$ cat src/rtl/trim_pkg.sv
// trim_pkg: shared definitions for the BGR trim receive path.
//   trim_state_t      receiver state encoding
//   TRIM_W            trim word width / bits per frame
//   TRIM_IDLE_TIMEOUT default CLK50 cycles of ENCLK low that close a frame
//   TRIM_TO_W         default idle-timeout counter width
package trim_pkg;

    typedef enum logic [1:0] {
        IDLE = 2'd0,
        RECV = 2'd1,
        DONE = 2'd2
    } trim_state_t;

    localparam int TRIM_W            = 12;
    localparam int TRIM_IDLE_TIMEOUT = 50000000;
    localparam int TRIM_TO_W         = 26;

endpackage

$ cat src/rtl/trim_sync.sv
// trim_sync: brings the generator's ENCLK/DOUT into the CLK50 domain.
//   CLK50, RST  system clock, synchronous active-high reset
//   enclk, dout raw serial clock and data from the trim generator
//   enclk_lvl   conditioned ENCLK level
//   dout_smp    DOUT delayed to line up with fall
//   fall        one-cycle falling-edge indication on the conditioned ENCLK
// Build option: TRIM_RX_GLITCH_FILTER_EN adds a 3-sample glitch filter on
// ENCLK (edge latency 5 instead of 3) and delays DOUT by the same 2 cycles.
module trim_sync (
    input  logic CLK50,
    input  logic RST,
    input  logic enclk,
    input  logic dout,
    output logic enclk_lvl,
    output logic dout_smp,
    output logic fall
);

    // bit 0 is the first synchronizer stage, bit 1 the usable output
    logic [1:0] clk_sync;
    logic [1:0] dat_sync;

    always_ff @(posedge CLK50) begin
        if (RST) begin
            clk_sync <= 2'b00;
            dat_sync <= 2'b00;
        end else begin
            clk_sync <= {clk_sync[0], enclk};
            dat_sync <= {dat_sync[0], dout};
        end
    end

`ifdef TRIM_RX_GLITCH_FILTER_EN
    logic [1:0] hist;
    logic [1:0] dat_dly;
    logic       filt_q;
    logic       filt;

    // Filtered level follows the synchronized level only once the current
    // sample and the two before it agree, so 1-2 cycle pulses never pass.
    always_comb begin
        filt = filt_q;
        if ((clk_sync[1] == hist[0]) && (hist[0] == hist[1]))
            filt = clk_sync[1];
    end

    always_ff @(posedge CLK50) begin
        if (RST) begin
            hist    <= 2'b00;
            dat_dly <= 2'b00;
            filt_q  <= 1'b0;
        end else begin
            hist    <= {hist[0], clk_sync[1]};
            dat_dly <= {dat_dly[0], dat_sync[1]};
            filt_q  <= filt;
        end
    end

    assign enclk_lvl = filt;
    assign dout_smp  = dat_dly[1];
    assign fall      = filt_q & ~filt;
`else
    logic enclk_prev;

    always_ff @(posedge CLK50) begin
        if (RST)
            enclk_prev <= 1'b0;
        else
            enclk_prev <= clk_sync[1];
    end

    assign enclk_lvl = clk_sync[1];
    assign dout_smp  = dat_sync[1];
    assign fall      = enclk_prev & ~clk_sync[1];
`endif

endmodule

$ cat src/rtl/trim_rx.sv
// trim_rx: deserializes LSB-first trim frames from the BGR trim generator.
//   CLK50       50 MHz system clock
//   RST         synchronous active-high reset
//   ENCLK, DOUT serial clock / data from the generator (asynchronous)
//   TRIM_OUT    last good received trim code
//   TRIM_VALID  one-cycle pulse, coincident with TRIM_OUT updating
//   FRAME_ERR   one-cycle pulse when a frame closes with a wrong bit count
//   BUSY        high while a frame is being received
//   FRAME_CNT   good-frame count, wraps 255 -> 0
// Build option: TRIM_RX_GLITCH_FILTER_EN (see trim_sync).
//
// state | meaning
// IDLE  | waiting for the first ENCLK falling edge
// RECV  | shifting bits, watching for ENCLK idle-low timeout
// DONE  | single cycle: publish word or flag error, then clear
module trim_rx
    import trim_pkg::*;
#(
    parameter int DATA_W       = TRIM_W,
    parameter int IDLE_TIMEOUT = TRIM_IDLE_TIMEOUT,
    parameter int TO_W         = TRIM_TO_W
) (
    input  logic              CLK50,
    input  logic              RST,
    input  logic              ENCLK,
    input  logic              DOUT,
    output logic [DATA_W-1:0] TRIM_OUT,
    output logic              TRIM_VALID,
    output logic              FRAME_ERR,
    output logic              BUSY,
    output logic [7:0]        FRAME_CNT
);

    localparam int CNT_W = $clog2(DATA_W + 2);
    localparam logic [CNT_W-1:0] CNT_FULL = CNT_W'(DATA_W);
    localparam logic [CNT_W-1:0] CNT_OVF  = CNT_W'(DATA_W + 1);
    localparam logic [TO_W-1:0]  TO_LIMIT = TO_W'(IDLE_TIMEOUT);

    logic enclk_lvl;
    logic dout_smp;
    logic fall;

    trim_sync u_sync (
        .CLK50     (CLK50),
        .RST       (RST),
        .enclk     (ENCLK),
        .dout      (DOUT),
        .enclk_lvl (enclk_lvl),
        .dout_smp  (dout_smp),
        .fall      (fall)
    );

    trim_state_t       state_q, state_d;
    logic [DATA_W-1:0] shreg_q;
    logic [CNT_W-1:0]  bit_cnt_q;
    logic [TO_W-1:0]   to_cnt_q;
    logic [DATA_W-1:0] trim_q;
    logic              valid_q;
    logic              err_q;
    logic [7:0]        frame_cnt_q;
    logic              busy_c;
    logic              good_c;
    logic              bad_c;

    always_comb begin
        state_d = state_q;
        busy_c  = 1'b0;
        good_c  = 1'b0;
        bad_c   = 1'b0;
        case (state_q)
            IDLE: begin
                if (fall)
                    state_d = RECV;
            end
            RECV: begin
                busy_c = 1'b1;
                if (to_cnt_q == TO_LIMIT)
                    state_d = DONE;
            end
            DONE: begin
                state_d = IDLE;
                if (bit_cnt_q == CNT_FULL)
                    good_c = 1'b1;
                else
                    bad_c = 1'b1;
            end
            default: state_d = IDLE;
        endcase
    end

    always_ff @(posedge CLK50) begin
        if (RST) begin
            state_q     <= IDLE;
            shreg_q     <= '0;
            bit_cnt_q   <= '0;
            to_cnt_q    <= '0;
            trim_q      <= '0;
            valid_q     <= 1'b0;
            err_q       <= 1'b0;
            frame_cnt_q <= 8'd0;
        end else begin
            state_q <= state_d;
            valid_q <= good_c;
            err_q   <= bad_c;
            if (good_c) begin
                trim_q      <= shreg_q;
                frame_cnt_q <= frame_cnt_q + 8'd1;
            end
            case (state_q)
                IDLE: begin
                    if (fall) begin
                        shreg_q   <= {dout_smp, shreg_q[DATA_W-1:1]};
                        bit_cnt_q <= CNT_W'(1);
                        to_cnt_q  <= '0;
                    end
                end
                RECV: begin
                    if (fall) begin
                        shreg_q <= {dout_smp, shreg_q[DATA_W-1:1]};
                        // saturating one past full marks an overlong frame
                        if (bit_cnt_q != CNT_OVF)
                            bit_cnt_q <= bit_cnt_q + 1'b1;
                    end
                    if (fall || enclk_lvl)
                        to_cnt_q <= '0;
                    else
                        to_cnt_q <= to_cnt_q + 1'b1;
                end
                default: begin
                    // DONE: any edge arriving now is deliberately dropped
                    shreg_q   <= '0;
                    bit_cnt_q <= '0;
                    to_cnt_q  <= '0;
                end
            endcase
        end
    end

    assign TRIM_OUT   = trim_q;
    assign TRIM_VALID = valid_q;
    assign FRAME_ERR  = err_q;
    assign BUSY       = busy_c;
    assign FRAME_CNT  = frame_cnt_q;

endmodule

$ cat config.mk
export PLATFORM = sky130hd
export DESIGN_NAME = trim_rx
export DESIGN_NICKNAME = d
export VERILOG_FILES = /design/src/rtl/trim_pkg.sv /design/src/rtl/trim_sync.sv /design/src/rtl/trim_rx.sv
export SDC_FILE = /design/constraint.sdc
export NUM_CORES = 1
export LEC_CHECK = 0
export CORE_MARGIN = 1.5
export CORE_UTILIZATION = 40
export CTS_BUF_LIST = sky130_fd_sc_hd__clkbuf_16
export CTS_CLUSTER_DIAMETER = 150
export DETAILED_ROUTE_END_ITERATION = 7
export PLACE_DENSITY = 0.61
export SLEW_MARGIN = 20
export SYNTH_ARGS = -nofsm -noshare
export SYNTH_HDL_FRONTEND = slang
export SYNTH_SLANG_ARGS = --single-unit
export TNS_END_PERCENT = 20
$ cat constraint.sdc
create_clock -name CLK50 -period 1.8 [get_ports CLK50]
set_input_delay 0.36 -clock CLK50 [delete_from_list [all_inputs] [get_ports CLK50]]
set_output_delay 0.36 -clock CLK50 [all_outputs]
set_load 0.03 [all_outputs]
### Word level (Yosys, flattened, before mapping)

Index checks and enable logic that the tools add are counted.
W data, S select, Z words.

* register bits: 71
* input bits: 4
* logic and storage cells: 48

* add/subtract/negate cells: 3
* eq/ne operators: 9
* mux-type cells: 14
* bitwise logic cells: 4
* reduce and logical (&&, ||, !) cells: 7

Operator list (number)
* $mux W26: 2
* $pmux W26 S2: 1
* $add A26 B1 Y26 const B: 1
* $eq A26 B26 Y1 const B: 1
* $mux W4: 3
* $add A8 B1 Y8 const B: 1
* $ne A2 B2 Y1 const B: 4
* $pmux W4 S2: 1
* $reduce_or A2 Y1: 3
* $add A4 B1 Y4 const B: 1
* $eq A4 B4 Y1 const B: 1
* $mux W1: 4
* $mux W2: 2
* $ne A4 B4 Y1 const B: 1
* $pmux W2 S2: 1
* $not A1 Y1: 3
* $reduce_and A3 Y1: 1
* $eq A2 B1 Y1 const B: 1
* $eq A2 B2 Y1 const B: 1
* $logic_not A2 Y1: 1
* $reduce_and A2 Y1: 1
* $and A1 B1 Y1: 1
* $logic_or A1 B1 Y1: 1

### Depth between registers and ports, before layout

* depth in word-level cells: 5
* gate-level depth with buffers: 8

### Cells and area by module

Synthesis repeated with hierarchy kept, for this count alone.

* cell total of the unflattened synthesis: 373
* area, all modules: 3175.5 µm²

By module, submodules not included
* trim_rx: instances 1, cells each 362, area an instance 3035.4 µm², sequential area each 1321.3 µm²
* trim_sync: instances 1, cells each 11, area an instance 140.1 µm², sequential area each 100.1 µm²

### Least setup slack after synthesis

No wires, ideal clock.

* path kind: register to register
* start point: reg to_cnt_q[0]
* end point: reg to_cnt_q[22]
* arrival time: 1.668 ns
* setup slack: 0.012 ns
* stages on the path, launching flop included: 7
* buffers on the path: 0
* clock period less this slack: 1.788 ns
* cells stage by stage: dfxtp_1 ha_1 inv_1 nor4_4 nand2_1 o211a_1 a211o_1

* cells in the longest elaborated chain, start to end: 3

RTL lines
* start, declared: line trim_rx.sv:56 `logic [TO_W-1:0] to_cnt_q;`
* start signal, assigned: line trim_rx.sv:127 `to_cnt_q <= to_cnt_q + 1'b1;`
* $add A26 B1 Y26: line trim_rx.sv:127
* $mux W26: line trim_rx.sv:124 `if (fall || enclk_lvl)`
* $pmux W26 S2: line trim_rx.sv:109 `case (state_q)`

No other way between the ends.
A chain may end at the register's enable or synchronous reset.

### Worst setup path in the final report

* start point: reg frame_cnt_q[6], in the netlist FRAME_CNT[6]
* end point: out FRAME_CNT[6]

RTL lines
* start, declared: line trim_rx.sv:60 `logic [7:0] frame_cnt_q;`
* start signal, assigned: line trim_rx.sv:107 `frame_cnt_q <= frame_cnt_q + 8'd1;`
* end, declared: line trim_rx.sv:31 `output logic [7:0] FRAME_CNT`

No word-level cell between the ends.

==> metrics.cfg <==
[status]
outcome = complete, no violations

[global_route]
grt_overflow = 0
first_global_vias = 2559
grt_overall_usage_pct = 17.9
first_pass_grt_wire_length_microns = 12000
grt_max_degree = 15
grt_antenna_before_repair = 0

[routing]
detail-route-antenna-nets = 0
detailedRoute.firstIterationViolations = 83
via_count = 2809
detail_route.wl_per_cell_microns = 13.2
drt-pass1-iter-count = 4
wirelength_microns = 7030
remaining_drc_errors = 0
drt-vias-per-instance = 5.28

[cts]
deepest_level_of_the_cts_h_tree = 3
skew_pair_late_insertion_delay_ns = 0.33
clock_pin_slew_on_the_worst_setup_and_hold_paths_ns = 0.05
max-clock-path-buffers = 2
cts.root.buffer_cell = clkbuf_16
cts_setup_buffers = 0
tritoncts.num_buffers = 9
cts_tree = built
cts_num_sinks = 71

[synth]
post_synth.cell_area_avg_sq_um = 8.18
synth_warnings = 0
yosys-top-cells-count = 71 x dfxtp_1, 67 x nand2_1, 41 x a21oi_1, 35 x nor2_1, 17 x nand3_1
ys_async_sr_fraction_pct = 0
synth_sequential_area_ratio_pct = 45.9
syn_area_sq_mm = 0.00310
synth_area_leaders = dfxtp_1 46%, nand2_1 8.1%, a21oi_1 6.6%, nor2_1 4.2%, nand3_1 2.7%
synth-seq-cells = 71
ys.flop_type = dfxtp_1
count_of_flip_flops_with_a_built_in_enable_after_synthesis = 0
mappedNetlistNets = 389
post-synth-top-area-cell = dfxtp_1
netlist_instances = 379
synthDominantCellAreaShare_pct = 45.9
synth_most_common_cell = dfxtp_1
ys_types = 47

[pwr]
vdd_drop_max_uv = 433
static-leakage-power_nw = 1.44
power_mw = 3.40
power-per-cell-area_mw_per_mm2 = 858

[setup_path]
cp.buffers_inverters = 1
timing.reg2reg.setup_slack_ns = 0.09
timing.reg2reg.worst_path_depth = 4
timing.rr.start = state_q[1]
cp-start-kind = register
crit_chain = clkdlybuf4s50_1
timing.critical_path.required_ns = 1.44
critPathSlowestCell = clkdlybuf4s50_1
data_arrival_time_at_the_worst_slack_endpoint_ns = 1.40
max_stage_delay_ns = 0.69
worstSetupPathType = register to output port
timing.critical_path.fanout_max = 3
timing.rr.end = to_cnt_q[2]
cp_endpoint_kind = output port
timing.critical_path.max_delay_family = buffers and inverters

[layout]
fin_nets = 439
antenna_cells_inserted = 0
final-instance-count-excl-fill = 532
area_growth_syn_to_layout_pct = 27.9
final_standard_cell_area_without_fillers_sq_mm = 0.00396
post_route_cells_drive_above_1_share_pct = 14.5

[die]
die_h_microns = 91.0
die_area_sq_mm = 0.00829
die_w_microns = 91.0
core.rowCount = 31
top_level_ports = 27
core-area_sq_mm = 0.00737
initial_core_util_pct = 42.1

[hold_path]
timing.hold.worst_endpoint = u_sync.clk_sync[1]
hold-path-cell-count = 1
hold_class = register to register
timing.hold.worst.start = u_sync.clk_sync[0]

[timing]
tightest_slew_ns = 0.535
finalWorstSetupSlack_ns = 0.0394
skew_ns = 0.00641
timing.final.max_slew_violations = 0
min_period_over_period_pct = 97.8
timing.fmax_ghz = 0.568
slew_headroom_pct = 64.2
timing.final.setup_violations = 0
final_period_minus_worst_setup_slack_ns = 1.76
hold_violations = 0
timing.setup.tns_ns = 0

[place]
dpl_cell_area_sq_mm = 0.00363
routabilityCongestion = 0.801
place_hpwl_microns = 4800
port_buffers = 26
place_worst_setup_slack_ns = -0.0185
dpl.cell_count = 517

[flow_run]
max_cap_viol_count = 0

==> flip-flops by register name, indices dropped and copies added, names as in the netlist <==
signal             cells
FRAME_CNT              8
u_sync.dat_sync        2
to_cnt_q              26
u_sync.enclk_prev      1
TRIM_OUT              12
TRIM_VALID             1
bit_cnt_q              4
u_sync.clk_sync        2
state_q                2
shreg_q               12
FRAME_ERR              1
==> cell type report <==
type	instances	area, sq um
Clock buffer	9	225
Timing Repair Buffer	59	514
Clock inverter	6	61.3
Multi-Input combinational cell	278	1580
Inverter	10	37.5
Sequential cell	71	1430
Tap cell	99	124
Fill cell	680	3410
==> power by group <==
group          internal, mW  switching (mW)
logic                0.0374          0.0629
registers              1.58         0.00562
clock network          1.06           0.658
total                  2.68           0.726
==> metrics by stage <==
step | hold slack, ns | util (%)
final | 0.439 | 53.8
after global routing | 0.464 | 53.8
after CTS | 0.440 | 53.2
after detailed placement | 0.427 | 49.3
after global placement | 0.417 | 49.3
after floorplan | 0.414 | -
==> worst max-delay path by stage <==
stage | depth (start not counted) | start | to | slack, ns
2_1_floorplan | 6 | to_cnt_q[0] | to_cnt_q[22] | 0.01
3_3_place_gp | 4 | RST | to_cnt_q[12] | 0.04
3_5_place_dp | 4 | RST | to_cnt_q[18] | -0.02
4_1_cts | 1 | FRAME_CNT[3] | FRAME_CNT[3] | 0.000001
5_1_grt | 4 | state_q[1] | to_cnt_q[25] | -0.001
6_report | 1 | FRAME_CNT[6] | FRAME_CNT[6] | 0.04
==> cells by family (layout without fill, tap and decap cells) <==
kind of cell / after synthesis / after routing / share of synthesized area (%)
XOR/XNOR: 14 / 14 / 3.96
AND/OR/NAND/NOR: 183 / 183 / 29.5
adder cells (fa/ha/maj): 6 / 6 / 2.42
AO/OA/AOI/OAI: 75 / 75 / 13.8
flip-flops: 71 / 71 / 45.9
buffers and inverters: 30 / 84 / 4.40
==> per-layer routing <==
layer	part of all wire (%)	global-route usage (%)	vias to the layer above	wire [microns]
met5	0	0	-	0
met4	1.7	7.81	0	122
met2	47	28.1	45	3280
met3	3.2	4.10	12	228
met1	48	23.3	1332	3400
li1	-	-	1420	-
==> layout by cell type, fill, tap and decap left out, types with 9 or more instances in the layout <==
cell | netlist | routed
clkdlybuf4s50_1 | 0 | 22
nand3_1 | 17 | 16
nor2_1 | 35 | 34
nand4_1 | 12 | 12
a21oi_1 | 41 | 40
buf_4 | 0 | 31
nand2_1 | 67 | 67
dfxtp_1 | 71 | 68
xor2_1 | 9 | 9
inv_1 | 10 | 10
o21ai_0 | 16 | 16
clkbuf_16 | 0 | 9
==> what timing repair did <==
item                       CTS  global route
hold buffers                 0             0
pin swaps                    0             3
resized for setup            4            14
hold endpoints to repair     0             0
setup endpoints to repair    5            20
(Power assumes the default switching activity.)
